<file path="src/rtl/alu_pkg.sv">
// rtl/alu_pkg.sv - shared funct codes, MUX select constants and sequencer state encoding
`timescale 1ns/1ps
package alu_pkg;

  // Funct codes shared by the sequencer, the ALU/shifter and the result MUX
  localparam logic [5:0] FUNCT_AND  = 6'b100100;
  localparam logic [5:0] FUNCT_OR   = 6'b100101;
  localparam logic [5:0] FUNCT_ADD  = 6'b100000;
  localparam logic [5:0] FUNCT_SUB  = 6'b100010;
  localparam logic [5:0] FUNCT_SLT  = 6'b101010;
  localparam logic [5:0] FUNCT_SLL  = 6'b000000;
  localparam logic [5:0] FUNCT_SRL  = 6'b000010;
  localparam logic [5:0] FUNCT_DIVU = 6'b011011;
  localparam logic [5:0] FUNCT_MFHI = 6'b010000;
  localparam logic [5:0] FUNCT_MFLO = 6'b010010;

  // MUX select that drives dataOut to zero; also the idle value of alu_funct
  localparam logic [5:0] MUX_ZERO = 6'b111111;

  typedef enum logic [2:0] {
    ST_IDLE     = 3'd0,
    ST_EXEC     = 3'd1,
    ST_DIV_INIT = 3'd2,
    ST_DIV_RUN  = 3'd3,
    ST_DIV_WB   = 3'd4
  } state_t;

  function automatic logic funct_is_legal(input logic [5:0] f);
    case (f)
      FUNCT_AND, FUNCT_OR, FUNCT_ADD, FUNCT_SUB, FUNCT_SLT,
      FUNCT_SLL, FUNCT_SRL, FUNCT_DIVU, FUNCT_MFHI, FUNCT_MFLO: return 1'b1;
      default: return 1'b0;
    endcase
  endfunction

  // SRL shares the shifter bus with SLL; DIVU results go through Hi/Lo, so the MUX outputs zero
  function automatic logic [5:0] funct_to_mux(input logic [5:0] f);
    if (f == FUNCT_SRL) return FUNCT_SLL;
    if (f == FUNCT_DIVU || !funct_is_legal(f)) return MUX_ZERO;
    return f;
  endfunction

endpackage

</file>
<file path="src/rtl/alu_step_counter.sv">
// rtl/alu_step_counter.sv - up-counter with synchronous clear and terminal-count flag
`timescale 1ns/1ps
module alu_step_counter #(
  parameter int WIDTH    = 6,
  parameter int TERMINAL = 31
) (
  input  logic clk,
  input  logic reset,
  input  logic clr_i,
  input  logic en_i,
  output logic tc_o
);

  localparam logic [WIDTH-1:0] TC_VAL = WIDTH'(TERMINAL);

  logic [WIDTH-1:0] count_q;
  logic [WIDTH-1:0] count_d;

  // Clear wins over enable so the counter never runs past the terminal value
  always_comb begin
    count_d = count_q;
    if (clr_i) begin
      count_d = '0;
    end else if (en_i) begin
      count_d = count_q + WIDTH'(1);
    end
  end

  // Count register, cleared immediately on reset
  always_ff @(posedge clk or posedge reset) begin
    if (reset) begin
      count_q <= '0;
    end else begin
      count_q <= count_d;
    end
  end

  assign tc_o = (count_q == TC_VAL);

endmodule

</file>
<file path="src/rtl/alu_op_sequencer.sv">
// rtl/alu_op_sequencer.sv - ALU front-end sequencer: accept funct, run single-cycle ops or the DIVU sequence
`timescale 1ns/1ps
module alu_op_sequencer
  import alu_pkg::*;
#(
  parameter int DIV_CYCLES = 32
) (
  input  logic       clk,
  input  logic       reset,
  input  logic       in_valid,
  input  logic [5:0] in_funct,
  output logic       in_ready,
  output logic [5:0] alu_funct,
  output logic       div_init,
  output logic       div_step,
  output logic       hilo_we,
  output logic [5:0] mux_signal,
  output logic       done,
  output logic       err
);

  localparam int CW = $clog2(DIV_CYCLES + 1);

  state_t     state_q, state_d;
  logic [5:0] alu_funct_q, alu_funct_d;
  logic [5:0] mux_q, mux_d;
  logic       div_init_q, div_init_d;
  logic       div_step_q, div_step_d;
  logic       hilo_we_q, hilo_we_d;
  logic       done_q, done_d;
  logic       err_q, err_d;
  logic       cnt_clr;
  logic       cnt_en;
  logic       cnt_tc;

  alu_step_counter #(
    .WIDTH    (CW),
    .TERMINAL (DIV_CYCLES - 1)
  ) u_step_counter (
    .clk   (clk),
    .reset (reset),
    .clr_i (cnt_clr),
    .en_i  (cnt_en),
    .tc_o  (cnt_tc)
  );

  // Next state and next registered outputs; every output pulse is computed one cycle ahead
  always_comb begin
    state_d     = state_q;
    alu_funct_d = alu_funct_q;
    mux_d       = mux_q;
    div_init_d  = 1'b0;
    div_step_d  = 1'b0;
    hilo_we_d   = 1'b0;
    done_d      = 1'b0;
    err_d       = 1'b0;
    cnt_clr     = 1'b1;
    cnt_en      = 1'b0;
    case (state_q)
      ST_IDLE: begin
        if (in_valid) begin
          alu_funct_d = in_funct;
          if (in_funct == FUNCT_DIVU) begin
            state_d    = ST_DIV_INIT;
            div_init_d = 1'b1;
          end else begin
            state_d = ST_EXEC;
            done_d  = 1'b1;
            err_d   = !funct_is_legal(in_funct);
            mux_d   = funct_to_mux(in_funct);
          end
        end
      end
      ST_EXEC: begin
        state_d = ST_IDLE;
      end
      ST_DIV_INIT: begin
        state_d    = ST_DIV_RUN;
        div_step_d = 1'b1;
      end
      ST_DIV_RUN: begin
        if (cnt_tc) begin
          state_d   = ST_DIV_WB;
          hilo_we_d = 1'b1;
          done_d    = 1'b1;
          mux_d     = funct_to_mux(alu_funct_q);
        end else begin
          cnt_clr    = 1'b0;
          cnt_en     = 1'b1;
          div_step_d = 1'b1;
        end
      end
      ST_DIV_WB: begin
        state_d = ST_IDLE;
      end
      default: begin
        state_d = ST_IDLE;
      end
    endcase
  end

  // State and output registers, all returned to idle values immediately on reset
  always_ff @(posedge clk or posedge reset) begin
    if (reset) begin
      state_q     <= ST_IDLE;
      alu_funct_q <= MUX_ZERO;
      mux_q       <= MUX_ZERO;
      div_init_q  <= 1'b0;
      div_step_q  <= 1'b0;
      hilo_we_q   <= 1'b0;
      done_q      <= 1'b0;
      err_q       <= 1'b0;
    end else begin
      state_q     <= state_d;
      alu_funct_q <= alu_funct_d;
      mux_q       <= mux_d;
      div_init_q  <= div_init_d;
      div_step_q  <= div_step_d;
      hilo_we_q   <= hilo_we_d;
      done_q      <= done_d;
      err_q       <= err_d;
    end
  end

  assign in_ready   = (state_q == ST_IDLE);
  assign alu_funct  = alu_funct_q;
  assign mux_signal = mux_q;
  assign div_init   = div_init_q;
  assign div_step   = div_step_q;
  assign hilo_we    = hilo_we_q;
  assign done       = done_q;
  assign err        = err_q;

endmodule

</file>
<file path="config.mk">
export PLATFORM = sky130hd
export DESIGN_NAME = alu_op_sequencer
export DESIGN_NICKNAME = d
export VERILOG_FILES = /design/src/rtl/alu_pkg.sv /design/src/rtl/alu_step_counter.sv /design/src/rtl/alu_op_sequencer.sv
export SDC_FILE = /design/constraint.sdc
export NUM_CORES = 1
export LEC_CHECK = 0
export CORE_MARGIN = 1
export CORE_UTILIZATION = 35
export DETAILED_ROUTE_END_ITERATION = 10
export PLACE_DENSITY = 0.64
export SLEW_MARGIN = 40
export SYNTH_ARGS = -nofsm -noshare
export SYNTH_HDL_FRONTEND = slang
export SYNTH_HIERARCHICAL = 1
export SYNTH_SLANG_ARGS = --single-unit
</file>
<file path="constraint.sdc">
create_clock -name clk -period 5.03 [get_ports clk]
set_clock_uncertainty 0.1 [all_clocks]
set_input_delay 0.7545 -clock clk [delete_from_list [all_inputs] [get_ports clk]]
set_output_delay 0.7545 -clock clk [all_outputs]
set_load 0.03 [all_outputs]
</file>
# Word-level counts from Yosys, hierarchy flattened
# Index checks and enable logic that the tools add are counted.
# word_totals
regBits	26
inputBits	9
out_inout_bits	18
elab_cells	110
# op_classes
n_addsub	1
n_eq_ne	24
mux	61
n_reduce_logical	15
# op_table
op	n
2-to-1 mux 6 bit	13
== test 6 bit, second input constant	10
== test 6 x 5 -> 1 bit, second input constant	7
2-to-1 mux 1 bit	41
OR reduction 10 bit	2
== test 6 x 2 -> 1 bit, second input constant	2
logical NOT 6 bit	2
case mux 6 bit (2 select lines)	1
case mux 3 bit (3 select lines)	1
adder 6 x 1 -> 6 bit, second input constant	1
== test 3 x 2 -> 1 bit, second input constant	2
2-to-1 mux 3 bit	2
!= test 2 bit, second input constant	3
case mux 1 bit (2 select lines)	2
AND reduction 2 bit	2
AND reduction 4 bit	1
nonzero test 2 bit	2
logical NOT 1 bit	3
logical NOT 3 bit	1
logical OR 1 bit	2
2-to-1 mux 2 bit	1

# Longest topological paths before layout
# Gate-level depths: netlist of run 1.
# logic_depth
depth_word	21
mapped_depth	8
depth_no_buf	8

# Cells and area by module
# The synthesis of run 1 kept the hierarchy.
# by_module_without_submodules
module	instances	cells_per_inst	area_each_um2	seq_area_each_um2
alu_op_sequencer	1	112	1127.3	515.5
alu_step_counter	1	27	281.5	150.1

# Worst setup path before layout of run 1
# Ideal clock, no wire load.
# synth_path
path_type	in2reg
startpoint	input in_funct[3]
endpoint	register mux_q[5] (netlist: mux_signal[5])
setup_ns	0.085
arrival_ns	2.007
t_required_ns	4.845
slack_ns	2.838
cell_stages	6
path_buffers	2
path_cell_list	buf_2 nand4_1 o311ai_4 and2_1 buf_6 mux2_1
# synth_via
elab_chain_cells	19
word_cells_on_any_way	35
cone_classes	eq/ne: 10; mux: 20; reduce/logical: 5
# synth_rtl
item	line_no	text
start, declared	alu_op_sequencer.sv:11	input logic [5:0] in_funct,
== test 6 x 5 -> 1 bit (tied with other cells)	alu_pkg.sv:29, alu_pkg.sv:39, alu_op_sequencer.sv:63	
OR reduction 10 bit	alu_pkg.sv:29	case (f)
2-to-1 mux 1 bit	alu_pkg.sv:29	
2-to-1 mux 1 bit	alu_pkg.sv:39	if (f == FUNCT_DIVU || !funct_is_legal(f)) return MUX_ZERO;
2-to-1 mux 1 bit	alu_op_sequencer.sv:63	if (in_funct == FUNCT_DIVU) begin
2-to-1 mux 1 bit	alu_op_sequencer.sv:61	if (in_valid) begin
2-to-1 mux 1 bit	alu_op_sequencer.sv:59	case (state_q)
logical NOT 1 bit	alu_pkg.sv:39	
[... 3 more ...]	--	
2-to-1 mux 1 bit	alu_op_sequencer.sv:63	
2-to-1 mux 1 bit	alu_op_sequencer.sv:61	
2-to-1 mux 1 bit	alu_op_sequencer.sv:59	
2-to-1 mux 6 bit	alu_pkg.sv:40	return f;
2-to-1 mux 6 bit	alu_pkg.sv:39	
2-to-1 mux 6 bit	alu_op_sequencer.sv:63	
2-to-1 mux 6 bit	alu_op_sequencer.sv:61	
case mux 6 bit (2 select lines)	alu_op_sequencer.sv:59	
end signal, assigned	alu_op_sequencer.sv:116	mux_q <= mux_d;
end, declared	alu_op_sequencer.sv:26	logic [5:0] mux_q, mux_d;
# Parallel ways exist; a longest one is shown, timed or not. The select of a mux whose other input is x is not followed.
# A chain may end at the register's enable or synchronous reset.

# Worst setup path in the final report of run 1
# Ends and elaborated chain as after synthesis.

==> results of run 1 <==
==> stage by stage <==
stage / hold slack (ns) / area (µm²)
floorplan: 0.405 / 1410
global placement: 0.375 / 1700
detailed placement: 0.363 / 1700
CTS: 0.381 / 1750
global route: 0.399 / 1750
finish: 0.376 / 1750
==> cell usage after synthesis (all sizes together), types with 4 or more instances <==
library cell / instances / area, µm²
dfrtp: 14 / 350
dfstp: 12 / 315
nand2: 11 / 41.3
nor2: 11 / 41.3
inv: 10 / 37.5
a21oi: 7 / 35.0
nor3: 7 / 46.3
o21ai: 7 / 35.0
mux2: 5 / 56.3
a221oi: 4 / 35.0
mux2i: 4 / 40.0
nor2b: 4 / 25.0
==> flip-flops by register name (all words and copies together) (netlist names) <==
signal                  flops
mux_signal                  6
alu_funct                   6
done                        1
state_q                     3
u_step_counter/count_q      6
div_init                    1
div_step                    1
hilo_we                     1
err                         1
==> area by class of cell <==
cell class / instances / area, µm²
clock buffers: 4 / 45.0
fillers: 355 / 2020
inverters: 10 / 37.5
multi-input cells: 99 / 681
flip-flops and latches: 26 / 666
well taps: 48 / 60.1
repair buffers: 26 / 260
==> where the power goes <==
part	switching, mW	leakage (nW)	total [mW]	internal [mW]
Sequential	0.0890	0.306	0.402	0.313
Clock	0.0557	0.0228	0.112	0.0564
Combinational	0.248	0.400	0.443	0.195
Total	0.392	0.728	0.957	0.564
==> worst max-delay path: cells and delay by family <==
kind	cells	cell delay, ns
and+or+nand+nor	2	0.60
AOI/OAI and AO/OA	1	0.39
buffers and inverters	1	0.66
muxes	1	0.36
==> layout by cell type, fill, tap and decap left out, types with 4 or more instances in the layout <==
cell type	netlist	routed
dfrtp_1	14	14
nor2_1	11	11
nor3_1	6	6
mux2_2	4	4
dfstp_2	12	12
nand2_1	11	11
inv_1	10	10
clkdlybuf4s50_1	0	26
a221oi_1	4	4
nor2b_1	4	4
mux2i_1	4	4
o21ai_0	7	7
a21oi_1	7	7
==> logic make-up (layout without fill, tap and decap cells) <==
group / Yosys count / in the layout
AND/OR/NAND/NOR: 51 / 51
AO/OA/AOI/OAI: 34 / 34
flip-flops: 26 / 26
buffers and inverters: 14 / 40
multiplexers: 9 / 9
XOR/XNOR: 4 / 4
adder cells (fa/ha/maj): 1 / 1
==> final timing paths <==
path,from,endpoint,cells after the start
worst min-delay path,mux_signal[0]$_DFFE_PP1P_,mux_signal[0]$_DFFE_PP1P_,2
worst max-delay path,in_funct[3],mux_signal[5]$_DFFE_PP1P_,5
worst min register to register,mux_signal[0]$_DFFE_PP1P_,mux_signal[0]$_DFFE_PP1P_,2
worst max register to register,u_step_counter/count_q[0]$_DFFE_PP0P_,mux_signal[4]$_DFFE_PP1P_,6
min in group asynchronous,reset,u_step_counter/count_q[3]$_DFFE_PP0P_,2
max in group asynchronous,reset,state_q[2]$_DFFE_PP0P_,2
==> metal layers <==
| layer | part of all wire [%] | global-route usage, % | vias to the layer above |
|---|---|---|---|
| met5 | 0 | 0 | - |
| met4 | 2.1 | 5.98 | 0 |
| met3 | 3.9 | 2.08 | 8 |
| met2 | 51 | 29.0 | 42 |
| met1 | 43 | 19.9 | 554 |
| li1 | - | - | 557 |
==> impl_metrics.json, run 1 <==
{
  "rows": 22,
  "yosysSeqAreaShare_pct": 47.2,
  "syn_area_per_cell_um2": 10.1,
  "synthAdderAreaFrac_pct": 0.888,
  "leakagePower_nw": 0.728,
  "start_util_pct": 37.4,
  "grt_pass1_vias": 1170,
  "ys_ff_latch": 26,
  "chipWidth_um": 65.4,
  "min-delay-path-class": "flop to flop",
  "finalMaxSlewViolations": 0,
  "cp.arrival_ns": 2.77,
  "ios": 27,
  "timing.fmax_ghz": 0.373,
  "htreeDepth": 1,
  "power.total_mw": 0.957,
  "final_cell_count_no_fill": 213,
  "endpoint_kind": "flop",
  "worstSkewPairLatency_ns": 0.26,
  "hold_viol_final": 0,
  "diodes": 0,
  "async_flop_share_pct": 100,
  "cp_slowest_stage_delay_ns": 0.66,
  "rrSetupSlack_ns": 2.83,
  "start_kind": "input port",
  "fin_nets": 176,
  "synth_nets": 149,
  "drive_gt1_share_pct": 15.2,
  "vias": 1161,
  "synth.area.mux_share_pct": 6.84,
  "finalSetupViolCount": 0,
  "place_ws_ns": 2.13,
  "die_y_um": 65.4,
  "cap_violations": 0,
  "ys_dominant_reg_cell": "dfrtp_1",
  "critPathKind": "input port to flop",
  "gp_congestion": 0.836,
  "portBuffers": 26,
  "synth_cell_type_count": 44,
  "post_drt_wl_per_cell_um": 14.8,
  "finalCriticalPeriod_ns": 2.68,
  "drc": 0,
  "synth_edf_count": 0,
  "worst_slack_ns": 2.35,
  "drt-total-wl_mm": 3.15,
  "irDropWorstVdd_mv": 0.347,
  "drt_iter0_drc": 52,
  "cts_max_path_buffers": 2,
  "synth_cells": 139,
  "antenna_left": 0,
  "grt.total_usage_pct": 16.3,
  "rsz0062_at_grt": "false",
  "crit_required_ns": 5.12,
  "cellPowerDensity_nw_per_um2": 547,
  "setup_tns_ns": 0,
  "synth_top_family_by_area": "simple AND/OR/NAND/NOR gates",
  "dp.cells": 209,
  "worst_pin_slew_ns": 0.736,
  "die_area_um2": 4280,
  "area_delta_synth_final_pct": 24.2,
  "cts_resized": 0,
  "grt_pass1_wl_mm": 5.34,
  "cts-root-buf": "clkbuf_8",
  "drt_first_pass_iters": 4,
  "max_slew_margin_pct": 50.9,
  "grt.overflow.total": 0,
  "cp_max_fo": 9,
  "postCtsHoldBufs": 0,
  "synth_compound_area_share_pct": 17.8,
  "post_cts_buffers": 0,
  "syn_area_um2": 1410,
  "ys_warn_count": 6,
  "grt_max_degree": 21,
  "antenna_found_initial": 0,
  "synth_xor_area_share_pct": 2.49,
  "clkSinkCount": 26,
  "path_clk_slew_ns": 0.08,
  "synthSimpleGateAreaFrac_pct": 20.3,
  "crit_slowest_cell": "clkdlybuf4s50_1",
  "outcome": "finished clean",
  "layout_worst_path_cycle_share_pct": 53.4,
  "cts_tree": "yes",
  "final_util_pct": 46.4,
  "numCtsBuffers": 3,
  "core_um2": 3770,
  "dp_hpwl_mm": 2.40,
  "path_cells": "clkdlybuf4s50_1 > nand4_1 > o311ai_4 > and2_1 > mux2_1",
  "avgViaCountPerCell": 5.45
}
No activity file was read; power rests on OpenSTA's default activity.
==> run 2, diff against run 1 <==
==> constraint.sdc (replaced) <==
create_clock -name clk -period 2.6 [get_ports clk]
set_clock_uncertainty 0.1 [all_clocks]
set_input_delay 0.39 -clock clk [delete_from_list [all_inputs] [get_ports clk]]
set_output_delay 0.39 -clock clk [all_outputs]
set_load 0.03 [all_outputs]
==> impl_metrics.json, run 2 (same netlist as run 1, synthesis figures left out) <==
{
  "finalSetupViolCount": 0,
  "ios": 27,
  "portBuffers": 26,
  "met3RoutedLength_um": 102,
  "fin_nets": 179,
  "drc": 0,
  "mostFrequentLayoutCells": "26 x clkdlybuf4s50_1, 14 x dfrtp_1, 12 x dfstp_2",
  "rsz0062_at_grt": "false",
  "min-delay-path-class": "input port to asynchronous set/reset pin",
  "worst_slack_ns": 0.326,
  "drt-total-wl_mm": 3.23,
  "path_clk_slew_ns": 0.09,
  "dp_hpwl_mm": 2.46,
  "drive_gt1_share_pct": 17.9,
  "post_cts_buffers": 0,
  "timing.rr.end": "mux_signal[4]$_DFFE_PP1P_",
  "post_drt_wl_per_cell_um": 15.0,
  "layout_worst_path_cycle_share_pct": 87.5,
  "crit_slowest_cell": "clkdlybuf4s50_1",
  "core_um2": 3770,
  "cp.depth": 2,
  "setup_tns_ns": 0,
  "drt_first_pass_iters": 4,
  "cts_max_path_buffers": 2,
  "outcome": "finished clean",
  "cp.arrival_ns": 1.78,
  "grt.total_usage_pct": 16.8,
  "drt-met1-wl_mm": 1.41,
  "cts_resized": 0,
  "finalCriticalPeriod_ns": 2.27,
  "hold_viol_final": 0,
  "grt.overflow.total": 0,
  "crit_buf_inv": 1,
  "cts_tree": "yes",
  "grt_pass1_vias": 1172,
  "numCtsBuffers": 3,
  "area_delta_synth_final_pct": 27.6,
  "crit_required_ns": 2.11,
  "grt_pass1_wl_mm": 5.42,
  "max_slew_margin_pct": 61.2,
  "gp_congestion": 0.773,
  "irDropWorstVdd_mv": 0.774,
  "wl_met2_mm": 1.68,
  "leakagePower_nw": 0.754,
  "path_cells": "nor3_4 > clkdlybuf4s50_1",
  "finalMaxSlewViolations": 0,
  "die_area_um2": 4280,
  "antenna_left": 0,
  "antenna_found_initial": 0,
  "path_delay_family": "buffers and inverters",
  "place_ws_ns": 0.190,
  "top_layer": "met4",
  "cellPowerDensity_nw_per_um2": 1100,
  "critPathKind": "flop to output pin",
  "reg2reg_from": "u_step_counter/count_q[0]$_DFFE_PP0P_",
  "reg2regPathDepth": 7,
  "vias": 1167,
  "avgViaCountPerCell": 5.40,
  "clkSinkCount": 26,
  "start_util_pct": 37.4,
  "postCtsHoldBufs": 0,
  "drt_iter0_drc": 28,
  "worstSkewPairLatency_ns": 0.27,
  "grt_max_degree": 21,
  "cp_max_fo": 6,
  "cp_slowest_stage_delay_ns": 0.72,
  "rrSetupSlack_ns": 0.34,
  "diodes": 0,
  "die_y_um": 65.4,
  "cts-root-buf": "clkbuf_8",
  "timing.fmax_ghz": 0.440,
  "htreeDepth": 1,
  "cap_violations": 0,
  "critPathLaunch": "state_q[0]$_DFFE_PP0P_",
  "chipWidth_um": 65.4,
  "final_common_cell": "clkdlybuf4s50_1",
  "start_kind": "flop",
  "endpoint_kind": "output pin",
  "rows": 22,
  "worst_pin_slew_ns": 0.577
}
run 2: cell types whose count changed in the layout (fill, tap and decap cells not counted):
cell and delta:
bufinv_16 +1, inv_1 -1, inv_2 +1, clkbuf_1 -1
buf_4 +3
run 2: through the flow:
stage	std cells	util, %	total power, mW	hold slack [ns]	area, µm²
final	216	47.7	1.97	0.291	1800
after global routing	216	47.7	2.10	0.307	1800
after CTS	216	47.7	1.99	0.273	1800
after detailed placement	212	45.8	1.64	0.368	1730
after global placement	212	45.8	1.62	0.365	1730
after floorplan	139	-	1.31	0.0810	1410
run 2: final cells by class:
cell class / count / area (µm²)
multi-input cells: 99 / 681
flip-flops and latches: 26 / 666
clock buffers: 3 / 41.3
fillers: 342 / 1970
inverters: 10 / 37.5
repair buffers: 29 / 283
clock inverters: 1 / 30.0
well taps: 48 / 60.1
run 2: worst max-delay path by stage:
| stage | end | slack [ns] |
|---|---|---|
| floorplan | mux_signal[4]$_DFFE_PP1P_ | 0.67 |
| global placement | mux_signal[4]$_DFFE_PP1P_ | 0.33 |
| detailed placement | mux_signal[4]$_DFFE_PP1P_ | 0.19 |
| CTS | in_ready | 0.30 |
| global route | mux_signal[4]$_DFFE_PP1P_ | 0.18 |
| finish | in_ready | 0.33 |
run 2: metal layers:
layer | vias to the layer above | GRT usage, %
met4 | 0 | 5.43
met3 | 4 | 3.99
met1 | 567 | 19.3
li1 | 568 | -
met5 | - | 0
met2 | 28 | 30.2
run 2: worst register-to-register path, delay by kind of cell, from the launching register on:
kind	cells	cell delay, ns
AOI/OAI and AO/OA	1	0.34
and+or+nand+nor	4	0.98
DFF	1	0.41
buffers and inverters	1	0.16
adders and majority gates	1	0.21
run 2: where the power goes:
group / leakage [nW] / switching (mW) / internal, mW / total (mW)
logic: 0.413 / 0.484 / 0.381 / 0.864
registers: 0.306 / 0.167 / 0.605 / 0.772
clock network: 0.0357 / 0.131 / 0.206 / 0.337
total: 0.754 / 0.782 / 1.19 / 1.97
